==> src/rtl/mem_arbiter.sv <==
// Two-master arbiter for the single external memory bus.
// Round-robin grant with parking. The granted master's command passes
// straight through to the memory. Split read responses are routed back
// to the issuing master through a small in-order FIFO of master ids.
module mem_arbiter #(
    parameter int ADDR_WIDTH  = 20,
    parameter int DATA_WIDTH  = 16,
    parameter int BE_WIDTH    = DATA_WIDTH / 8,
    parameter int MAX_PENDING = 4,
    parameter int PEND_LOG2   = 2
) (
    input  logic                  clock,
    input  logic                  reset_n,
    // master 0 (test controller)
    input  logic [ADDR_WIDTH-1:0] m0_address,
    input  logic [BE_WIDTH-1:0]   m0_byteenable,
    input  logic                  m0_read,
    input  logic                  m0_write,
    input  logic [DATA_WIDTH-1:0] m0_writedata,
    output logic                  m0_waitrequest,
    output logic [DATA_WIDTH-1:0] m0_readdata,
    output logic                  m0_readdataready,
    // master 1 (host loader / readback)
    input  logic [ADDR_WIDTH-1:0] m1_address,
    input  logic [BE_WIDTH-1:0]   m1_byteenable,
    input  logic                  m1_read,
    input  logic                  m1_write,
    input  logic [DATA_WIDTH-1:0] m1_writedata,
    output logic                  m1_waitrequest,
    output logic [DATA_WIDTH-1:0] m1_readdata,
    output logic                  m1_readdataready,
    // memory side
    output logic [ADDR_WIDTH-1:0] s_address,
    output logic [BE_WIDTH-1:0]   s_byteenable,
    output logic                  s_read,
    output logic                  s_write,
    output logic [DATA_WIDTH-1:0] s_writedata,
    input  logic                  s_waitrequest,
    input  logic [DATA_WIDTH-1:0] s_readdata,
    input  logic                  s_readdataready,
    // status
    output logic [1:0]            grant,
    output logic                  protocol_error
);

    // State encoding doubles as the one-hot grant vector.
    typedef enum logic [1:0] {
        IDLE = 2'b00,
        OWN0 = 2'b01,
        OWN1 = 2'b10
    } state_t;

    localparam logic [PEND_LOG2:0] FULL_COUNT = (PEND_LOG2 + 1)'(MAX_PENDING);

    state_t                 state, state_nxt;
    logic                   last;        // master that won the most recent acceptance
    logic                   req0, req1;
    logic                   accept;      // owner's command is taken this cycle
    logic                   push, pop;
    logic                   stall_rd;
    logic                   fifo_full, fifo_empty;
    logic                   head;
    logic                   fifo_mem [MAX_PENDING];
    logic [PEND_LOG2-1:0]   wr_ptr, rd_ptr;
    logic [PEND_LOG2:0]     count;

    assign req0  = m0_read | m0_write;
    assign req1  = m1_read | m1_write;
    assign grant = state;

    // A response arriving this cycle frees a slot, so a read waiting on a
    // full FIFO can be accepted in the same cycle as the pop.
    assign fifo_full  = (count == FULL_COUNT) && !s_readdataready;
    assign fifo_empty = (count == '0);
    assign pop        = s_readdataready && !fifo_empty;
    assign head       = fifo_mem[rd_ptr];

    // Read data is broadcast; only the strobe is routed.
    assign m0_readdata      = s_readdata;
    assign m1_readdata      = s_readdata;
    assign m0_readdataready = pop && !head;
    assign m1_readdataready = pop && head;

    // Bus pass-through for the owner, stall generation and next-state selection.
    always_comb begin
        // NOTE: every signal gets a default first so no path leaves it unassigned and infers a latch.
        s_address      = '0;
        s_byteenable   = '0;
        s_read         = 1'b0;
        s_write        = 1'b0;
        s_writedata    = '0;
        m0_waitrequest = 1'b1;
        m1_waitrequest = 1'b1;
        stall_rd       = 1'b0;
        accept         = 1'b0;
        push           = 1'b0;
        state_nxt      = state;

        case (state)
            IDLE: begin
                if (req0 && req1)
                    state_nxt = last ? OWN0 : OWN1;
                else if (req0)
                    state_nxt = OWN0;
                else if (req1)
                    state_nxt = OWN1;
            end
            OWN0: begin
                stall_rd       = m0_read && fifo_full;
                s_address      = m0_address;
                s_byteenable   = m0_byteenable;
                s_read         = m0_read && !stall_rd;
                s_write        = m0_write;
                s_writedata    = m0_writedata;
                m0_waitrequest = s_waitrequest || stall_rd;
                accept         = req0 && !m0_waitrequest;
                push           = accept && m0_read;
                // never preempt an owner that is stalled mid-command
                if ((accept || !req0) && req1)
                    state_nxt = OWN1;
            end
            OWN1: begin
                stall_rd       = m1_read && fifo_full;
                s_address      = m1_address;
                s_byteenable   = m1_byteenable;
                s_read         = m1_read && !stall_rd;
                s_write        = m1_write;
                s_writedata    = m1_writedata;
                m1_waitrequest = s_waitrequest || stall_rd;
                accept         = req1 && !m1_waitrequest;
                push           = accept && m1_read;
                if ((accept || !req1) && req0)
                    state_nxt = OWN0;
            end
            default: state_nxt = IDLE;
        endcase
    end

    // Arbitration state, round-robin history and sticky error flag.
    always_ff @(posedge clock or negedge reset_n) begin
        if (!reset_n) begin
            state          <= IDLE;
            last           <= 1'b1;
            protocol_error <= 1'b0;
        end else begin
            // NOTE: state registers use non-blocking assignments so every flop samples pre-edge values.
            state <= state_nxt;
            if (accept)
                last <= (state == OWN1);
            if (s_readdataready && fifo_empty)
                protocol_error <= 1'b1;
        end
    end

    // Pending-read FIFO pointers and occupancy.
    always_ff @(posedge clock or negedge reset_n) begin
        if (!reset_n) begin
            wr_ptr <= '0;
            rd_ptr <= '0;
            count  <= '0;
        end else begin
            if (push)
                wr_ptr <= wr_ptr + 1'b1;
            if (pop)
                rd_ptr <= rd_ptr + 1'b1;
            case ({push, pop})
                2'b10:   count <= count + 1'b1;
                2'b01:   count <= count - 1'b1;
                default: count <= count;
            endcase
        end
    end

    // Pending-read FIFO storage: id of the master that issued each read.
    // NOTE: storage is not reset; the pointers and count alone define which entries are valid.
    always_ff @(posedge clock) begin
        if (push)
            fifo_mem[wr_ptr] <= (state == OWN1);
    end

endmodule

==> config.mk <==
export PLATFORM = sky130hd
export DESIGN_NAME = mem_arbiter
export DESIGN_NICKNAME = d
export VERILOG_FILES = /design/src/rtl/mem_arbiter.sv
export SDC_FILE = /design/constraint.sdc
export NUM_CORES = 1
export LEC_CHECK = 0
export ABC_AREA = 1
export CELL_PAD_IN_SITES_DETAIL_PLACEMENT = 1
export CELL_PAD_IN_SITES_GLOBAL_PLACEMENT = 1
export CORE_MARGIN = 2
export CORE_UTILIZATION = 18
export DETAILED_ROUTE_END_ITERATION = 7
export PLACE_DENSITY_LB_ADDON = 0.2
export SYNTH_ARGS = -nofsm -noshare
export SYNTH_HDL_FRONTEND = slang
export SYNTH_SLANG_ARGS = --single-unit
==> constraint.sdc <==
create_clock -name clock -period 2.5 [get_ports clock]
set_input_delay 0.25 -clock clock [delete_from_list [all_inputs] [get_ports clock]]
set_output_delay 0.25 -clock clock [all_outputs]
set_load 0.05 [all_outputs]
* After elaboration in Yosys (flattened, before gate mapping) *
Memory sizes are Yosys's and may differ from the RTL's.
Cells that the tools add are included.

operators by class
  add/sub/neg operators = 4
  bitwise gates (word level) = 2
  eq/ne operators = 8
  reduce and logical (&&, ||, !) cells = 33
  mux-type cells = 19

operator list
  kind                 number
  $pmux 20 s2          1
  $pmux 16 s2          1
  $logic_and 1x1->1    16
  $mux 2               6
  $logic_not 1->1      9
  $pmux 1 s2           4
  $pmux 2 s3           1
  $pmux 3 s2           1
  $add 2x1->2 const B  2
  $eq 2x1->1 const B   2
  $eq 2x2->1 const B   2
  $logic_or 1x1->1     4
  $mux 1               4
  $ne 2x2->1 const B   2
  $ne 4x4->1 const B   1
  $pmux 2 s2           1
  $add 3x1->3 const B  1
  $eq 3x3->1 const B   1
  $logic_not 3->1      1
  $reduce_and 3->1     1
  $sub 3x1->3 const B  1
  $logic_not 2->1      1
  $or 1x1->1           2
  $reduce_bool 2->1    1

word-level totals
  word-level logic and storage cells = 73
  RAM bits = 4
  output and inout port bits = 79
  bits in registers = 11
  memories kept = 1
  bits of input ports = 100

memories
  name      depth  width  read ports  clocked after memory_dff  wr ports  line  RTL
  fifo_mem  4      1      1           0                         1         63    logic fifo_mem [MAX_PENDING];

* Depth between registers and ports, before layout *
  depth after elaboration = 10
  mapped depth = 13
  gate-level depth less buffers = 12

* Worst setup path before layout *
Ideal clock, no wire load.

  path type = register -> register
  start = reg state[0], in the netlist grant[0]
  end = reg count[2]
  required time = 2.369 ns
  period minus slack after synthesis = 2.705 ns
  path buffers = 1
  path slack = -0.205 ns
  stages on the path, launching flop included = 14
  arrival = 2.574 ns
  library setup time = 0.131 ns
  path through = dfrtp_1 -> inv_1 -> ha_1 -> buf_4 -> inv_2 -> o21ai_1 -> and3_4 -> nand2_8 -> ha_1 -> inv_1 -> fa_1 -> a21oi_1 -> o21ai_0 -> xor2_1

on the way
  cells in the longest elaborated chain, start to end = 4
  elaborated cells on any way between the ends = 7
  those cells by class = eq/ne (4); mux (2); reduce/logical (1)

RTL lines
  item                                                    line  RTL
  from (decl)                                             55    state_t state, state_nxt;
  from (signal assigned)                                  147   state <= state_nxt;
  $eq 2x2->1 / $eq 2x1->1 (equally long branches)         99    case (state)
  $pmux 1 s2 *                                            99
  $eq 2x1->1 / $eq 2x2->1 (equally long branches)         166   case ({push, pop})
  $pmux 3 s2 / $reduce_bool 2->1 (equally long branches)  --
  to (signal assigned)                                    167   2'b10: count <= count + 1'b1;
  to (signal assigned)                                    168   2'b01: count <= count - 1'b1;
  to (signal assigned)                                    169   default: count <= count;
  to (decl)                                               65    logic [PEND_LOG2:0] count;

Mark *: on every way between the ends. The rest lies on a longest branch, timed or not.
A chain may end at the register's enable or synchronous reset.

* Final worst setup path *
  start = reg state[1], in the netlist grant[1]
  end = out s_address[4]

on the way
  cells in the longest elaborated chain, start to end = 2
  elaborated cells on any way between the ends = 3
  those cells by class = eq/ne (2); mux (1)

RTL lines
  item                                             line  RTL
  $eq 2x2->1 / $eq 2x1->1 (equally long branches)  99
  $pmux 20 s2 *                                    99
  to (decl)                                        33    output logic [ADDR_WIDTH-1:0] s_address,

Marked as above.

==> metrics.yaml <==
final_layout:
  area_growth_pct: 94.5
  regArea_um2: 399
  fin_nets: 478
  multiInputGateArea_um2: 995
  fin_util_pct: 35.6
  drive_above_1_share_pct: 19.8
  layout_commonest_cell: "nand2_1"
  fill_cells: 1167
  num_antenna_cells: 0
  mostFrequentLayoutCells: "nand2_1 (104), clkdlybuf4s50_1 (87), a21oi_1 (41), buf_12 (41), inv_1 (15)"
timing:
  rsz0062_at_grt: "false"
  finalCriticalPeriod_ns: 2.26
  fmax_ghz: 0.442
  relSlewSlack_pct: 62.4
  clock_skew_ns: 0.00250
  hold_viol: 0
  finalSetupViolations: 0
  fin_tns_setup_ns: 0
  post-route-period-util_pct: 90.5
  worstMarginPinSlew_ns: 0.563
  slew_violations: 0
drt:
  wirelength_um: 6870
  post-route-drc-count: 0
  firstDrtPassIters: 2
  routed.top_layer: "met4"
  met3WireLength_um: 649
  dr_total_vias: 2041
  wl_met2_um: 3430
  vias_per_cell: 4.07
  wl_per_cell_um: 13.7
  drtAntennaViolNets: 0
  wl_met1_um: 2740
  dr.first_iter.drc_count: 39
floorplanning:
  dieWidth_um: 103
  io_pins: 179
  die_y_um: 103
  row_count: 36
  initial_core_util_pct: 18.3
  core_um2: 9640
  die_area_um2: 10600
setup_path:
  r2r_start: "grant[1]"
  crit_required_ns: 2.25
  path_class: "reg -> out"
  worst_setup_path_end_kind: "primary output"
  reg2reg_depth: 10
  r2r_end: "count[2]"
  reg2reg_slack_ns: 0.26
  crit_path_max_fanout: 42
  arrival_ns: 2.01
  cp-start-kind: "flop"
global_route:
  grt_pass1_wl_um: 10400
  grt_use_total_pct: 12.3
  grt_pass1_vias: 2070
  grt_antenna_before_repair: 0
  grt_max_degree: 46
  globalRouteOverflowTotal: 0
clocking:
  cts_tree: "built"
  cts_buffer_depth: 2
  numCtsBuffers: 3
  clk_latency_ns: 0.25
  clkTransAtPathRegs_ns: 0.06
  h-tree-depth: 1
  cts_hold_buf: 0
  cts_setup_buffers: 0
  cts-root-buf: "clkbuf_8"
  cts_sinks: 15
  ctsResizeCount: 0
pwr:
  p_clk_share_pct: 4.7
  p_int_w: 0.00195
  p_per_area_nw_per_um2: 1240
  seq_power_share_pct: 10.4
  irDropWorstVdd_mv: 0.533
  p_sw_share_pct: 54.2
  combPwrFrac_pct: 85.0
  p_sw_w: 0.00231
  leakage_nw: 1.34
  report.power.total_w: 0.00426
logic_synthesis:
  synthFlopType: "dfrtp_1"
  syn_area_per_cell_um2: 6.43
  synth_nets: 383
  syn_inst: 274
  ys_warn_count: 0
  async_flop_share_pct: 73.3
  yosys.area.top_type_share_pct: 22.1
  synth_edf_count: 4
  synth_top_area_cell: "nand2_1"
  syn_area_um2: 1760
  synthTopCellsByArea: "nand2_1 (22%), dfrtp_1 (14%), buf_4 (14%)"
  ys_types: 33
  ys_seq_area_share_pct: 22.5
  ys_ff_latch: 15
job:
  maxCapViolCount: 0
placement:
  numPortBuffers: 130
  dp_hpwl_um: 5560
  gp_congestion: 0.728
outcome:
  status: "finished, final reports clean"
hold_path:
  hp-class: "in -> async"
## stage by stage
stage                     cell area, um^2  hold slack (ns)  setup WS [ns]  instances
final                                3430            0.366          0.237        501
after global routing                 3430            0.417         0.0297        501
after CTS                            3430            0.394          0.194        501
after detailed placement             3380            0.459          0.198        497
after global placement               3380            0.461          0.211        497
after floorplan                      1770          -0.0456         0.0231        274
## synthesized netlist by cell type (all sizes together), types with 3 or more instances
cell type	count
a21oi	42
buf	36
clkbuf	10
dfrtp	10
edfxtp	4
ha	8
inv	19
nand2	106
nand3	8
nor2	12
o21ai	6
xor2	3
## how the worst max path moves through the flow
stage,startpoint,end
after global placement,s_readdataready,count[2]
after floorplan,grant[0],count[2]
after detailed placement,s_readdataready,count[2]
after global routing,grant[1],count[2]
final,grant[1],s_address[4]
after CTS,grant[0],s_writedata[6]
## cells by family after synthesis
family	count (synthesis)	share of synthesized area [%]
fa+ha+maj	9	6.81
flops	15	22.5
buf+inv	65	21.1
simple gates	130	31.7
xor+xnor	4	2.41
compound gates	51	15.5
## layout make-up
type                       count  share of cell area [%]
sequential                    15                    11.6
multi-input combinational    194                    29.0
inverter                      19                    2.08
clock buffer                   4                    1.31
timing repair buffer         136                    51.1
tap                          133                    4.85
## metal layers
metal  GRT usage (%)  up-vias
met5               0        -
met4            1.92        0
met3            5.42       10
met2            20.6       90
met1            15.0      924
li1                -     1017
## critical path, stage by stage, from the launching register on
cell     delay, ns
dfrtp_2       0.43
inv_1         0.13
ha_1          0.19
buf_4         0.42
nand2_1       0.10
a21oi_1       0.30
buf_12        0.18
## power groups by stage
stage,Sequential (W),Clock [W],Combinational (W)
2_1_floorplan,0.000492,0,0.00206
3_3_place_gp,0.000441,0,0.00365
3_5_place_dp,0.000449,0,0.00367
4_1_cts,0.000446,0.000211,0.00368
5_1_grt,0.000458,0.000219,0.00386
6_report,0.000442,0.000198,0.00362
## registers in the layout (all words and copies together) (netlist names)
name	count
count	3
fifo_mem	4
grant	2
last	1
protocol_error	1
rd_ptr	2
wr_ptr	2
Power figures use the tool's default switching activity.
